## src/rtl/power_meter_if.sv

```systemverilog
// Player-facing bundle of the power meter: controls in, display and capture out.
// The meter is the slave; the game logic (or a bench) is the master.
interface power_meter_if #(
  parameter int LEVELS = 8,
  parameter int LVL_W  = 4
);
  logic              start;
  logic              lock;
  logic              clr;
  logic [1:0]        SW;
  logic [LEVELS-1:0] LEDR;
  logic [LVL_W-1:0]  pow_lvl;
  logic              valid;
  logic              busy;

  modport master (
    output start, lock, clr, SW,
    input  LEDR, pow_lvl, valid, busy
  );

  modport slave (
    input  start, lock, clr, SW,
    output LEDR, pow_lvl, valid, busy
  );
endinterface

```

## src/rtl/power_meter.sv

```systemverilog
// Swing-power meter: level sweeps 0..LEVELS..0, a lock press captures it.
// Optional: POWER_METER_BLINK_EN blinks the captured bar while LOCKED.
module power_meter #(
  parameter int LEVELS   = 8,
  parameter int LVL_W    = 4,
  parameter int TICK_DIV = 2500000
) (
  input  logic          CLOCK_50,
  input  logic          KEY,
  power_meter_if.slave  bus
);

  typedef enum logic [1:0] {
    S_IDLE,
    S_UP,
    S_DOWN,
    S_LOCK
  } state_t;

  state_t            r_state;
  state_t            w_state_n;
  logic [LVL_W-1:0]  r_level;
  logic [LVL_W-1:0]  w_level_n;
  logic [31:0]       r_cnt;
  logic [31:0]       w_cnt_n;
  logic              r_lock_q;
  logic [LVL_W-1:0]  r_pow;
  logic [LVL_W-1:0]  w_pow_n;
  logic              r_valid;
  logic              w_valid_n;
  logic [LEVELS-1:0] r_ledr;
  logic [LEVELS-1:0] w_therm;
  logic [LEVELS-1:0] w_ledr_n;
  logic [31:0]       w_period;
  logic [31:0]       w_thr;
  logic              w_tick;
  logic              w_lock_edge;

`ifdef POWER_METER_BLINK_EN
  logic              r_blink;
  logic              w_blink_n;
`endif

  assign w_period    = 32'(TICK_DIV) >> bus.SW;
  assign w_thr       = w_period - 32'd1;
  // >= rather than == so a faster SW mid-count cannot overrun
  assign w_tick      = (r_cnt >= w_thr);
  assign w_lock_edge = bus.lock & ~r_lock_q;

  always_comb begin
    w_state_n = r_state;
    w_level_n = r_level;
    w_cnt_n   = r_cnt;
    w_pow_n   = r_pow;
    w_valid_n = 1'b0;
`ifdef POWER_METER_BLINK_EN
    w_blink_n = r_blink;
`endif
    if (bus.clr) begin
      w_state_n = S_IDLE;
      w_level_n = '0;
      w_cnt_n   = '0;
`ifdef POWER_METER_BLINK_EN
      w_blink_n = 1'b0;
`endif
    end else begin
      unique case (r_state)
        S_IDLE: begin
          w_level_n = '0;
          w_cnt_n   = '0;
          if (bus.start)
            w_state_n = S_UP;
        end
        S_UP, S_DOWN: begin
          if (w_lock_edge) begin
            w_pow_n   = r_level;
            w_valid_n = 1'b1;
            w_state_n = S_LOCK;
            w_cnt_n   = '0;
          end else if (w_tick) begin
            w_cnt_n = '0;
            if (r_state == S_UP) begin
              w_level_n = r_level + LVL_W'(1);
              if (r_level == LVL_W'(LEVELS - 1))
                w_state_n = S_DOWN;
            end else begin
              w_level_n = r_level - LVL_W'(1);
              if (r_level == LVL_W'(1))
                w_state_n = S_UP;
            end
          end else begin
            w_cnt_n = r_cnt + 32'd1;
          end
        end
        S_LOCK: begin
`ifdef POWER_METER_BLINK_EN
          if (w_tick) begin
            w_cnt_n   = '0;
            w_blink_n = ~r_blink;
          end else begin
            w_cnt_n = r_cnt + 32'd1;
          end
`else
          w_cnt_n = '0;
`endif
        end
        default: w_state_n = S_IDLE;
      endcase
    end
  end

  always_comb begin
    w_therm = '0;
    for (int i = 0; i < LEVELS; i++)
      w_therm[i] = (LVL_W'(i) < r_level);
`ifdef POWER_METER_BLINK_EN
    w_ledr_n = r_blink ? '0 : w_therm;
`else
    w_ledr_n = w_therm;
`endif
  end

  always_ff @(posedge CLOCK_50 or negedge KEY) begin
    if (!KEY) begin
      r_state  <= S_IDLE;
      r_level  <= '0;
      r_cnt    <= '0;
      r_lock_q <= 1'b0;
      r_pow    <= '0;
      r_valid  <= 1'b0;
      r_ledr   <= '0;
`ifdef POWER_METER_BLINK_EN
      r_blink  <= 1'b0;
`endif
    end else begin
      r_state  <= w_state_n;
      r_level  <= w_level_n;
      r_cnt    <= w_cnt_n;
      r_lock_q <= bus.lock;
      r_pow    <= w_pow_n;
      r_valid  <= w_valid_n;
      r_ledr   <= w_ledr_n;
`ifdef POWER_METER_BLINK_EN
      r_blink  <= w_blink_n;
`endif
    end
  end

  assign bus.LEDR    = r_ledr;
  assign bus.pow_lvl = r_pow;
  assign bus.valid   = r_valid;
  assign bus.busy    = (r_state == S_UP) || (r_state == S_DOWN);

endmodule

```

## src/flat_wrapper.sv

```systemverilog
// flat-port wrapper written by rule: the top's interface ports become plain ports
module power_meter_flat 
#(
  parameter int LEVELS   = 8,
  parameter int LVL_W    = 4,
  parameter int TICK_DIV = 2500000
)
  (CLOCK_50, KEY, bus_start, bus_lock, bus_clr, bus_SW, bus_LEDR, bus_pow_lvl, bus_valid, bus_busy);
  power_meter_if #(.LEVELS(LEVELS), .LVL_W(LVL_W)) bus_i ();
  input  logic CLOCK_50;
  input  logic KEY;
  input wire logic [$bits(bus_i.start)-1:0] bus_start;
  input wire logic [$bits(bus_i.lock)-1:0] bus_lock;
  input wire logic [$bits(bus_i.clr)-1:0] bus_clr;
  input wire logic [$bits(bus_i.SW)-1:0] bus_SW;
  output wire logic [$bits(bus_i.LEDR)-1:0] bus_LEDR;
  output wire logic [$bits(bus_i.pow_lvl)-1:0] bus_pow_lvl;
  output wire logic [$bits(bus_i.valid)-1:0] bus_valid;
  output wire logic [$bits(bus_i.busy)-1:0] bus_busy;
  assign bus_i.start = bus_start;
  assign bus_i.lock = bus_lock;
  assign bus_i.clr = bus_clr;
  assign bus_i.SW = bus_SW;
  assign bus_LEDR = bus_i.LEDR;
  assign bus_pow_lvl = bus_i.pow_lvl;
  assign bus_valid = bus_i.valid;
  assign bus_busy = bus_i.busy;
  power_meter #(.LEVELS(LEVELS), .LVL_W(LVL_W), .TICK_DIV(TICK_DIV)) u_core (.CLOCK_50(CLOCK_50), .KEY(KEY), .bus(bus_i));
endmodule
```

## config.mk

```make
export PLATFORM = sky130hd
export DESIGN_NAME = power_meter_flat
export DESIGN_NICKNAME = d
export VERILOG_FILES = /design/src/rtl/power_meter_if.sv /design/src/rtl/power_meter.sv /design/src/flat_wrapper.sv
export SDC_FILE = /design/constraint.sdc
export NUM_CORES = 1
export LEC_CHECK = 0
export BUFFER_PORTS_ARGS = -buffer_cell sky130_fd_sc_hd__buf_2
export CAP_MARGIN = 5
export CORE_MARGIN = 1.5
export CORE_UTILIZATION = 50
export CTS_CLUSTER_DIAMETER = 150
export CTS_CLUSTER_SIZE = 20
export DETAILED_ROUTE_END_ITERATION = 10
export GPL_TIMING_DRIVEN = 0
export HOLD_SLACK_MARGIN = 0.12
export PLACE_DENSITY_LB_ADDON = 0.08
export SLEW_MARGIN = 20
export SYNTH_ARGS = -nofsm -noshare
export SYNTH_HDL_FRONTEND = slang
export SYNTH_SLANG_ARGS = --single-unit
```

## constraint.sdc

```tcl
create_clock -name CLOCK_50 -period 2.35 [get_ports CLOCK_50]
set_input_delay 0.235 -clock CLOCK_50 [delete_from_list [all_inputs] [get_ports CLOCK_50]]
set_output_delay 0.235 -clock CLOCK_50 [all_outputs]
set_load 0.005 [all_outputs]
```

## Word level (Yosys, flattened, before mapping)

Cells that the tools add are included.

| word-level totals | value |
|---|---|
| register bits | 52 |
| bits of input ports | 7 |
| output and inout port bits | 14 |
| logic and storage cells | 63 |

| cells by class | value |
|---|---|
| add/subtract/negate cells | 4 |
| magnitude comparators | 9 |
| equal/unequal tests | 11 |
| shift-type cells | 1 |
| mux-type cells | 20 |
| bitwise logic cells | 3 |
| reductions and logical operators | 8 |

Operators with widths:

| cell | count |
|---|---|
| $mux 32 | 3 |
| $pmux 32 s2 | 1 |
| $add 32x1->32 const B | 1 |
| $ge 32x32->1 | 1 |
| $shr 22x2->32 const A | 1 |
| $sub 32x1->32 const B | 1 |
| $lt 3x4->1 const A | 4 |
| $mux 4 | 4 |
| $mux 2 | 7 |
| $lt 1x4->1 const A | 2 |
| $lt 2x4->1 const A | 2 |
| $pmux 4 s2 | 1 |
| $ne 3x3->1 const B | 2 |
| $reduce_and 3->1 | 2 |
| $ne 5x2->1 const B | 1 |
| $ne 5x3->1 const B | 1 |
| $reduce_and 5->1 | 1 |
| $add 4x1->4 const B | 1 |
| $eq 2x2->1 const B | 2 |
| $eq 4x1->1 const B | 1 |
| $eq 4x3->1 const B | 1 |
| $ne 4x2->1 const B | 1 |
| $pmux 2 s2 | 1 |
| $reduce_or 2->1 | 2 |
| other kinds (9) | 12 |

## Depth between registers and ports, before layout

Gate-level depths: netlist of run 1.

| depth | value |
|---|---|
| word-level depth | 7 |
| mapped depth | 12 |
| gate-level depth less buffers | 11 |

## Worst setup path before layout of run 1

OpenSTA, ideal clock, no wires.

| timing | value |
|---|---|
| path kind | in2reg |
| start point | input bus_SW[0] |
| end point | register u_core.r_level[2] |
| library setup time | 0.092 ns |
| arrival time | 2.132 ns |
| required time | 2.258 ns |
| setup slack | 0.126 ns |
| stages on the path | 9 |
| buffers on the path | 0 |
| cell sequence | inv_1 ha_1 ha_1 and4_1 and4_1 o311ai_1 o211a_2 or3_4 o31ai_2 |

| between the ends | value |
|---|---|
| word-level cells in the longest chain between the ends | 5 |

Ends and longest elaborated chain:

| element | RTL line | text |
|---|---|---|
| from (decl) | flat_wrapper.sv:15 | `input wire logic [$bits(bus_i.SW)-1:0] bus_SW;` |
| $shr 22x2->32 | power_meter.sv:44 | `assign w_period = 32'(TICK_DIV) >> bus.SW;` |
| $sub 32x1->32 | power_meter.sv:45 | `assign w_thr = w_period - 32'd1;` |
| $ge 32x32->1 | power_meter.sv:47 | `assign w_tick = (r_cnt >= w_thr);` |
| $ne 3x2->1 (no source line) | -- |  |
| $reduce_and 3->1 (no source line) | -- |  |
| to (signal assigned) | power_meter.sv:137 | `r_level <= w_level_n;` |
| to (decl) | power_meter.sv:22 | `logic [LVL_W-1:0] r_level;` |

Every way passes these cells.
A chain may end at the register's enable or synchronous reset.

## Worst setup path in the final report of run 1

| timing | value |
|---|---|
| start point | register u_core.r_cnt[20] |
| end point | register u_core.r_level[1] |

| between the ends | value |
|---|---|
| word-level cells in the longest chain between the ends | 3 |

Ends and longest elaborated chain:

| element | RTL line | text |
|---|---|---|
| from (decl) | power_meter.sv:24 | `logic [31:0] r_cnt;` |
| from (signal assigned) | power_meter.sv:138 | `r_cnt <= w_cnt_n;` |
| $ge 32x32->1 | power_meter.sv:47 |  |
| $ne 3x2->1 (no source line) | -- |  |
| $reduce_and 3->1 (no source line) | -- |  |

Every way passes these cells.

==> results.md, run 1 <==
* WP depth at 8
* Final instance count without filler cells at 433
* Proportion of synthesized chip area in sequential cells at 0.416
* Cell count after placement at 413
* Data required time of the critical path at ~2.6 ns
* End of the worst register-to-register path: u_core.r_level[1]$_DFFE_PN0P_
* Total power density per cell area at 761 nW/um2
* Violation count after the first detailed-route iteration at 146
* Sum of buffers and inverters on the critical path at 1
* Diodes inserted at 0
* Detailed-route wire length at 6520 um
* Die height at 82.0 um
* Average routed wire per standard cell at 15.1 um
* Worst flop-to-flop path startpoint: u_core.r_cnt[20]$_DFF_PN0_
* Yosys Warn Count at 0
* Crit path capture type: register
* Synthesized instance count at 317
* Most instantiated cells after synthesis: sky130_fd_sc_hd__dfrtp_1, sky130_fd_sc_hd__nor2_1, sky130_fd_sc_hd__ha_1
* Crit-path max FO at 4
* Reg-to-reg slack, setup at 0.08 ns
* Flip-flop and latch count after synthesis at 52
* DP HPWL at ~4600 um
* Post-place instance area at 3320 um2
* Clock transition time at the flip-flop clock pins of the worst setup and hold paths at 0.10 ns
* Worst setup path category: reg -> reg
* # H-tree levels at 2
* Hold Violations, Final at 0
* Cell type of the slowest stage on the worst timing path: sky130_fd_sc_hd__dfrtp_2
* Min Clock Period, post-route at approximately 2.3 ns
* Clock buffer depth at 2
* Cell family with most CP delay: simple AND/OR/NAND/NOR gates
* Mean instance size in the synthesized netlist at 9.86 um2
* EDFF count, synth at 0
* Share of cells above drive strength 1 at 0.221
* Port Buf Inserts at 20
* Number of cell rows at 28
* Crit-path max cell delay at 0.46 ns
* Maximum vdd drop at 0.483 mV
* Largest net degree at the start of global routing at 53
* Fill cell count at 501
* Min-Delay Path Class: in -> reg
* Overall overflow remaining after global route at 0
* Final setup viols at 0
* Cell leakage power at 0.00176 uW
* Horiz. Die Dim at between 80 and 90 um
* First-pass GRT wire length at approximately 11000 um
* Via count of the first global-routing pass at ~2.3k
* Synth cell types at 44
* Hold Path Origin: bus_clr
* Count of maximum capacitance violations at 0
* Total clock buffers created by CTS at 5
* Proportion of netlist area held by the largest area contributor at 0.416
* Cells taking the most area after synthesis: sky130_fd_sc_hd__dfrtp_1, sky130_fd_sc_hd__ha_1, sky130_fd_sc_hd__nor2_1, sky130_fd_sc_hd__xnor2_1, sky130_fd_sc_hd__xor2_1
* Count of final max-slew check failures at 0
* Residual antenna-violating net count after detailed routing at 0
* Later-pin clock latency in the skew report at 0.31 ns
* Clock tree from TritonCTS: yes
* Tightest hold margin at 0.333 ns
* Cell Area, Synth at 3120 um2
* CTS Sinks at 52
* Pin slew with the least headroom to its limit at 0.654 ns
* End of the worst hold path: u_core.r_state[0]$_DFFE_PN0P_
* CTS root buffer: sky130_fd_sc_hd__clkbuf_8
* Number of detailed-route iterations in the first pass at 4
* Effective utilization at floorplan at 0.522
* Critical path arrival at roughly 2.5 ns
* Num ports at 21
* Final clock period utilization by the worst path at 0.966
* Library cell with the highest instance count after synthesis: sky130_fd_sc_hd__dfrtp_1
* Area growth from synthesis to layout at 19.3%
* Post-synth top area cell: sky130_fd_sc_hd__dfrtp_1
* Worst reg2reg path depth at 8
* Critical path startpoint: u_core.r_cnt[20]$_DFF_PN0_
* Top achievable clock speed at 0.441 GHz
* WHS Path Cells at 4
* Die footprint at 6730 um2
* Via density per instance at 5.49
* Antenna violations before repair at 0
* Outcome: finished, final reports clean
* Async set-or-reset flop fraction in the synthesized netlist at 1.00
* Non-Filler Cell Area, Final at 3730 um2
* Routability-driven placement congestion ratio at about 0.82
* Overall fraction of global-route tracks in use at 0.211
* Clock tree skew after final layout at 0.00753 ns
* Sum of negative setup slack at 0 ns
* Total number of vias at between 2k and 2.5k
* CP dominant cell by count: sky130_fd_sc_hd__and4_4
* # DRC at 0
* Number of nets in the finished design at 400
* Normalized max-slew margin at 0.564
* Core area at 5990 um2
* Most common flop cell mapped by yosys: sky130_fd_sc_hd__dfrtp_1
* Worst-path cell chain: ha_4 > and4_4 > and4_4 > o311ai_2 > o211a_4 > buf_4 > or3_4 > o21ai_0
* Crit start category: register
* Final total power at ~2800 uW
==> worst min-delay path, cell delays in order <==
cell	delay, ns
sky130_fd_sc_hd__buf_2	0.14
sky130_fd_sc_hd__a211oi_1	0.07
sky130_fd_sc_hd__nand2_1	0.07
sky130_fd_sc_hd__nand4_1	0.08
==> how the worst max path moves through the flow <==
stage,slack [ns],end
floorplan,0.13,u_core.r_level[2]$_DFFE_PN0P_
global placement,-0.38,u_core.r_cnt[29]$_DFF_PN0_
detailed placement,-0.45,u_core.r_cnt[9]$_DFF_PN0_
CTS,0.02,u_core.r_cnt[9]$_DFF_PN0_
global route,-0.01,u_core.r_cnt[11]$_DFF_PN0_
finish,0.08,u_core.r_level[1]$_DFFE_PN0P_
==> kinds of logic (layout without fill, tap and decap cells) <==
family	Yosys count	count (layout)	share of synthesized area
AO/OA/AOI/OAI	39	39	0.0849
flip-flops	52	52	0.417
other	1	2	0.00120
XOR/XNOR	32	32	0.0897
multiplexers	6	6	0.0208
buffers and inverters	26	66	0.0324
AND/OR/NAND/NOR	125	125	0.210
adder cells (fa/ha/maj)	36	36	0.144
==> through the flow <==
stage	worst slack [ns]	utilization
after floorplan	0.126	-
after global placement	-0.384	0.555
after detailed placement	-0.451	0.555
after CTS	0.0199	0.586
after global routing	-0.0130	0.622
final	0.0804	0.622
==> what timing repair did <==
action,CTS,global route
setup endpoints to repair,34,34
endpoints found under the hold margin,53,0
resized for setup,6,38
pin swaps,1,10
hold buffers,2,0
setup buffers,2,9
==> power breakdown <==
| part | switching (uW) | internal (uW) |
|---|---|---|
| combinational | 597 | 479 |
| sequential | 78.9 | 1030 |
| clock | 303 | 349 |
==> metal layers <==
metal / GRT usage / part of all wire / vias up / wire (um)
li1: - / - / 1182 / -
met1: 0.291 / 0.50 / 1163 / 3250
met2: 0.344 / 0.47 / 25 / 3050
met3: 0.0367 / 0.022 / 8 / 146
met4: 0.0525 / 0.012 / 0 / 77
met5: 0 / 0 / - / 0
==> cell usage in the layout (no fill, tap or decap), types with 3 or more instances in the layout <==
cell,n
sky130_fd_sc_hd__a21oi_1,6
sky130_fd_sc_hd__nand4_1,10
sky130_fd_sc_hd__nand2_1,17
sky130_fd_sc_hd__nor2_1,43
sky130_fd_sc_hd__clkbuf_8,6
sky130_fd_sc_hd__inv_1,15
sky130_fd_sc_hd__xor2_1,16
sky130_fd_sc_hd__buf_6,4
sky130_fd_sc_hd__mux2_2,4
sky130_fd_sc_hd__inv_2,3
sky130_fd_sc_hd__xnor2_1,16
sky130_fd_sc_hd__dfrtp_1,48
sky130_fd_sc_hd__nor3_1,3
sky130_fd_sc_hd__a21o_1,4
sky130_fd_sc_hd__and2_1,5
sky130_fd_sc_hd__clkbuf_1,3
sky130_fd_sc_hd__a211oi_1,4
sky130_fd_sc_hd__and4_1,5
sky130_fd_sc_hd__nand3_1,15
sky130_fd_sc_hd__buf_2,17
sky130_fd_sc_hd__nor2b_1,3
sky130_fd_sc_hd__and4_4,3
sky130_fd_sc_hd__ha_4,7
sky130_fd_sc_hd__buf_4,13
sky130_fd_sc_hd__ha_1,28
sky130_fd_sc_hd__o21ai_0,9
sky130_fd_sc_hd__dfrtp_2,4
sky130_fd_sc_hd__and3_1,9
==> cell type report <==
cell class	count	area, um2	share of cell area
flip-flops and latches	52	1310	0.350
well taps	75	93.8	0.0252
plain buffers	6	41.3	0.0111
multi-input cells	240	1870	0.503
clock buffers	6	82.6	0.0221
clock inverters	2	38.8	0.0104
repair buffers	33	218	0.0584
inverters	19	73.8	0.0198
==> flip-flops by register name (all words and copies together) (netlist names) <==
name / flops
u_core.r_cnt: 32
u_core.bus.LEDR: 8
u_core.bus.pow_lvl: 4
u_core.r_level: 4
u_core.r_state: 2
u_core.bus.valid: 1
u_core.r_lock_q: 1
(Power assumes the default switching activity.)
==> run 2, diff against run 1 <==
--- a/config.mk
+++ b/config.mk
@@ -7,6 +7,7 @@
 export LEC_CHECK = 0
 export BUFFER_PORTS_ARGS = -buffer_cell sky130_fd_sc_hd__buf_2
 export CAP_MARGIN = 5
+export CORE_ASPECT_RATIO = 1.5
 export CORE_MARGIN = 1.5
 export CORE_UTILIZATION = 50
 export CTS_CLUSTER_DIAMETER = 150
==> run 2 against run 1 <==
  * Core utilization down 3.2 points
  * Combinational power about the same
  * Wire length is 2.3% lower
  * Critical endpoint is now u_core.r_level[2]$_DFFE_PN0P_
  * Die area up 0.15%
  * Sequential cell count did not move
  * Non-clock buffer count fell by 4
  * Global-route usage decreased by 1.0 points
  * Highest routed layer unchanged
  * Cell area fell by 3.6%
  * Worst setup slack worse by 0.018 ns
==> results.md, run 2 (synthesis results as in run 1) <==
* Switching part of the total at 0.364
* Overall overflow remaining after global route at 0
* Crit start category: primary input
* Maximum vdd drop at between 0.3 and 0.4 mV
* Crit path capture type: register
* Die height at 99.8 um
* Share of cells above drive strength 1 at 0.192
* Number of cell rows at 35
* Worst setup path category: in -> reg
* First-pass GRT wire length at 10600 um
* Data required time of the critical path at 2.58 ns
* Horiz. Die Dim at 67.5 um
* Core area at about 6100 um2
* Count of final max-slew check failures at 0
* Min-Delay Path Class: in -> reg
* Routability-driven placement congestion ratio at approximately 0.79
* Most frequent standard cell in the layout excluding fill and tap cells: sky130_fd_sc_hd__dfrtp_1
* # DRC at 0
* CTS Sinks at 52
* Violation count after the first detailed-route iteration at 119
* Overall fraction of global-route tracks in use at 0.201
* Pin slew with the least headroom to its limit at a little under 0.7 ns
* Clock tree skew after final layout at 0.0112 ns
* Die footprint at 6740 um2
* Via density per instance at 5.42
* Cell leakage power at 0.00172 uW
* Detailed-route wire length at approximately 6400 um
* Relative contribution of the clock network to total power at 0.190
* Clock buffer depth at 2
* # H-tree levels at 2
* Largest net degree at the start of global routing at 53
* Setup repair after global routing missed its margin: no
* Area growth from synthesis to layout at 15.0%
* Total clock buffers created by CTS at 5
* Clock tree from TritonCTS: yes
* Diodes inserted at 0
* Commonest cells after routing, fill and taps aside: sky130_fd_sc_hd__dfrtp_1, sky130_fd_sc_hd__nor2_1, sky130_fd_sc_hd__ha_1, sky130_fd_sc_hd__nand2_1
* Crit-path max cell delay at around 0.36 ns
* Crit-path max FO at 5
* Hold Path Origin: bus_clr
* Top achievable clock speed at 0.437 GHz
* Number of nets in the finished design at between 300 and 400
* Cell count after placement at ~400
* Later-pin clock latency in the skew report at approximately 0.31 ns
* Reg with most FFs: u_core.r_cnt
* Normalized max-slew margin at 0.533
* Hold Violations, Final at 0
* Cell type of the slowest stage on the worst timing path: sky130_fd_sc_hd__or3_4
* Critical path startpoint: bus_SW[0]
* Worst flop-to-flop path startpoint: u_core.r_cnt[31]$_DFF_PN0_
* Final total power at 2660 uW
* Final setup viols at 0
* Final clock period utilization by the worst path at 0.974
* Total number of vias at 2321
* Worst-path cell chain: clkbuf_4 > inv_4 > ha_4 > inv_1 > ha_1 > and4_1 > and4_4 > o311ai_1 > o211a_2 > buf_4 > or3_4 > o31ai_2
* Total power density per cell area at 740 nW/um2
* Average routed wire per standard cell at 14.9 um
* Outcome: finished, final reports clean
* Residual antenna-violating net count after detailed routing at 0
* Final instance count without filler cells at 428
* DP HPWL at 4650 um
* Clock transition time at the flip-flop clock pins of the worst setup and hold paths at 0.10 ns
* Min Clock Period, post-route at 2.29 ns
* Tightest hold margin at 0.324 ns
* Critical path arrival at between 2 and 3 ns
* Antenna violations before repair at 0
* Number of detailed-route iterations in the first pass at 4
* Count of maximum capacitance violations at 0
* Num ports at 21
* Combinational share of power at 0.393
* Via count of the first global-routing pass at about 2.3k
* Effective utilization at floorplan at 0.513
* Internal cell power at 1690 uW
* Net load switching power at 967 uW
* CTS root buffer: sky130_fd_sc_hd__clkbuf_8
* Relative contribution of sequential cells to total power at 0.417
* Port Buf Inserts at 20
* Max FFs per register at 32
## run 2: worst paths after layout
check                                                 to  slack (ns)  cells past startpoint
setup / recovery           u_core.r_level[2]$_DFFE_PN0P_        0.06                     12
hold / removal             u_core.r_state[1]$_DFFE_PN0P_        0.32                      4
setup reg to reg           u_core.r_level[2]$_DFFE_PN0P_        0.08                      8
hold reg to reg             u_core.bus.LEDR[7]$_DFF_PN0_        0.38                      0
max in group asynchronous     u_core.r_cnt[18]$_DFF_PN0_        1.38                      2
min in group asynchronous  u_core.r_level[2]$_DFFE_PN0P_        0.50                      2
## run 2: through the flow
step | instance area [um2] | worst slack (ns) | util | TNS (ns)
3_3_place_gp | 3320 | -0.358 | 0.546 | -12.02
2_1_floorplan | 3130 | 0.126 | - | 0
4_1_cts | 3460 | 0.00896 | 0.569 | 0
5_1_grt | 3590 | 0.000896 | 0.590 | 0
3_5_place_dp | 3320 | -0.413 | 0.546 | -13.82
6_report | 3590 | 0.0622 | 0.590 | 0
## run 2: critical path, delay by kind of cell
kind | cells | cell delay, ns
fa+ha+maj | 2 | 0.57
compound gates | 3 | 0.47
simple gates | 3 | 0.80
buf+inv | 4 | 0.45
## run 2: final cells by class
type | count | area [um2]
multi-input combinational | 240 | 1830
buffer | 7 | 37.5
inverter | 19 | 73.8
timing repair buffer | 28 | 173
clock inverter | 3 | 18.8
fill | 562 | 2490
tap | 74 | 92.6
clock buffer | 5 | 68.8
sequential | 52 | 1300
## run 2: power groups by stage
stage | combinational (uW) | sequential, uW | clock (uW)
after floorplan | 647 | 1130 | 0
after global placement | 934 | 1130 | 0
after detailed placement | 953 | 1130 | 0
after CTS | 997 | 1110 | 530
after global routing | 1180 | 1130 | 570
final | 1050 | 1110 | 506
## run 2: timing repair
item,CTS,global route
setup endpoints to repair,32,36
resized for setup,4,29
hold buffers,2,0
setup buffers,2,4
hold endpoints to repair,53,0
pin swaps,1,2
## run 2: metal layers
metal | track usage | part of all wire | up-vias
li1 | - | - | 1171
met1 | 0.246 | 0.43 | 1113
met2 | 0.356 | 0.53 | 28
met3 | 0.0291 | 0.022 | 9
met4 | 0.0612 | 0.017 | 0
met5 | 0 | 0 | -
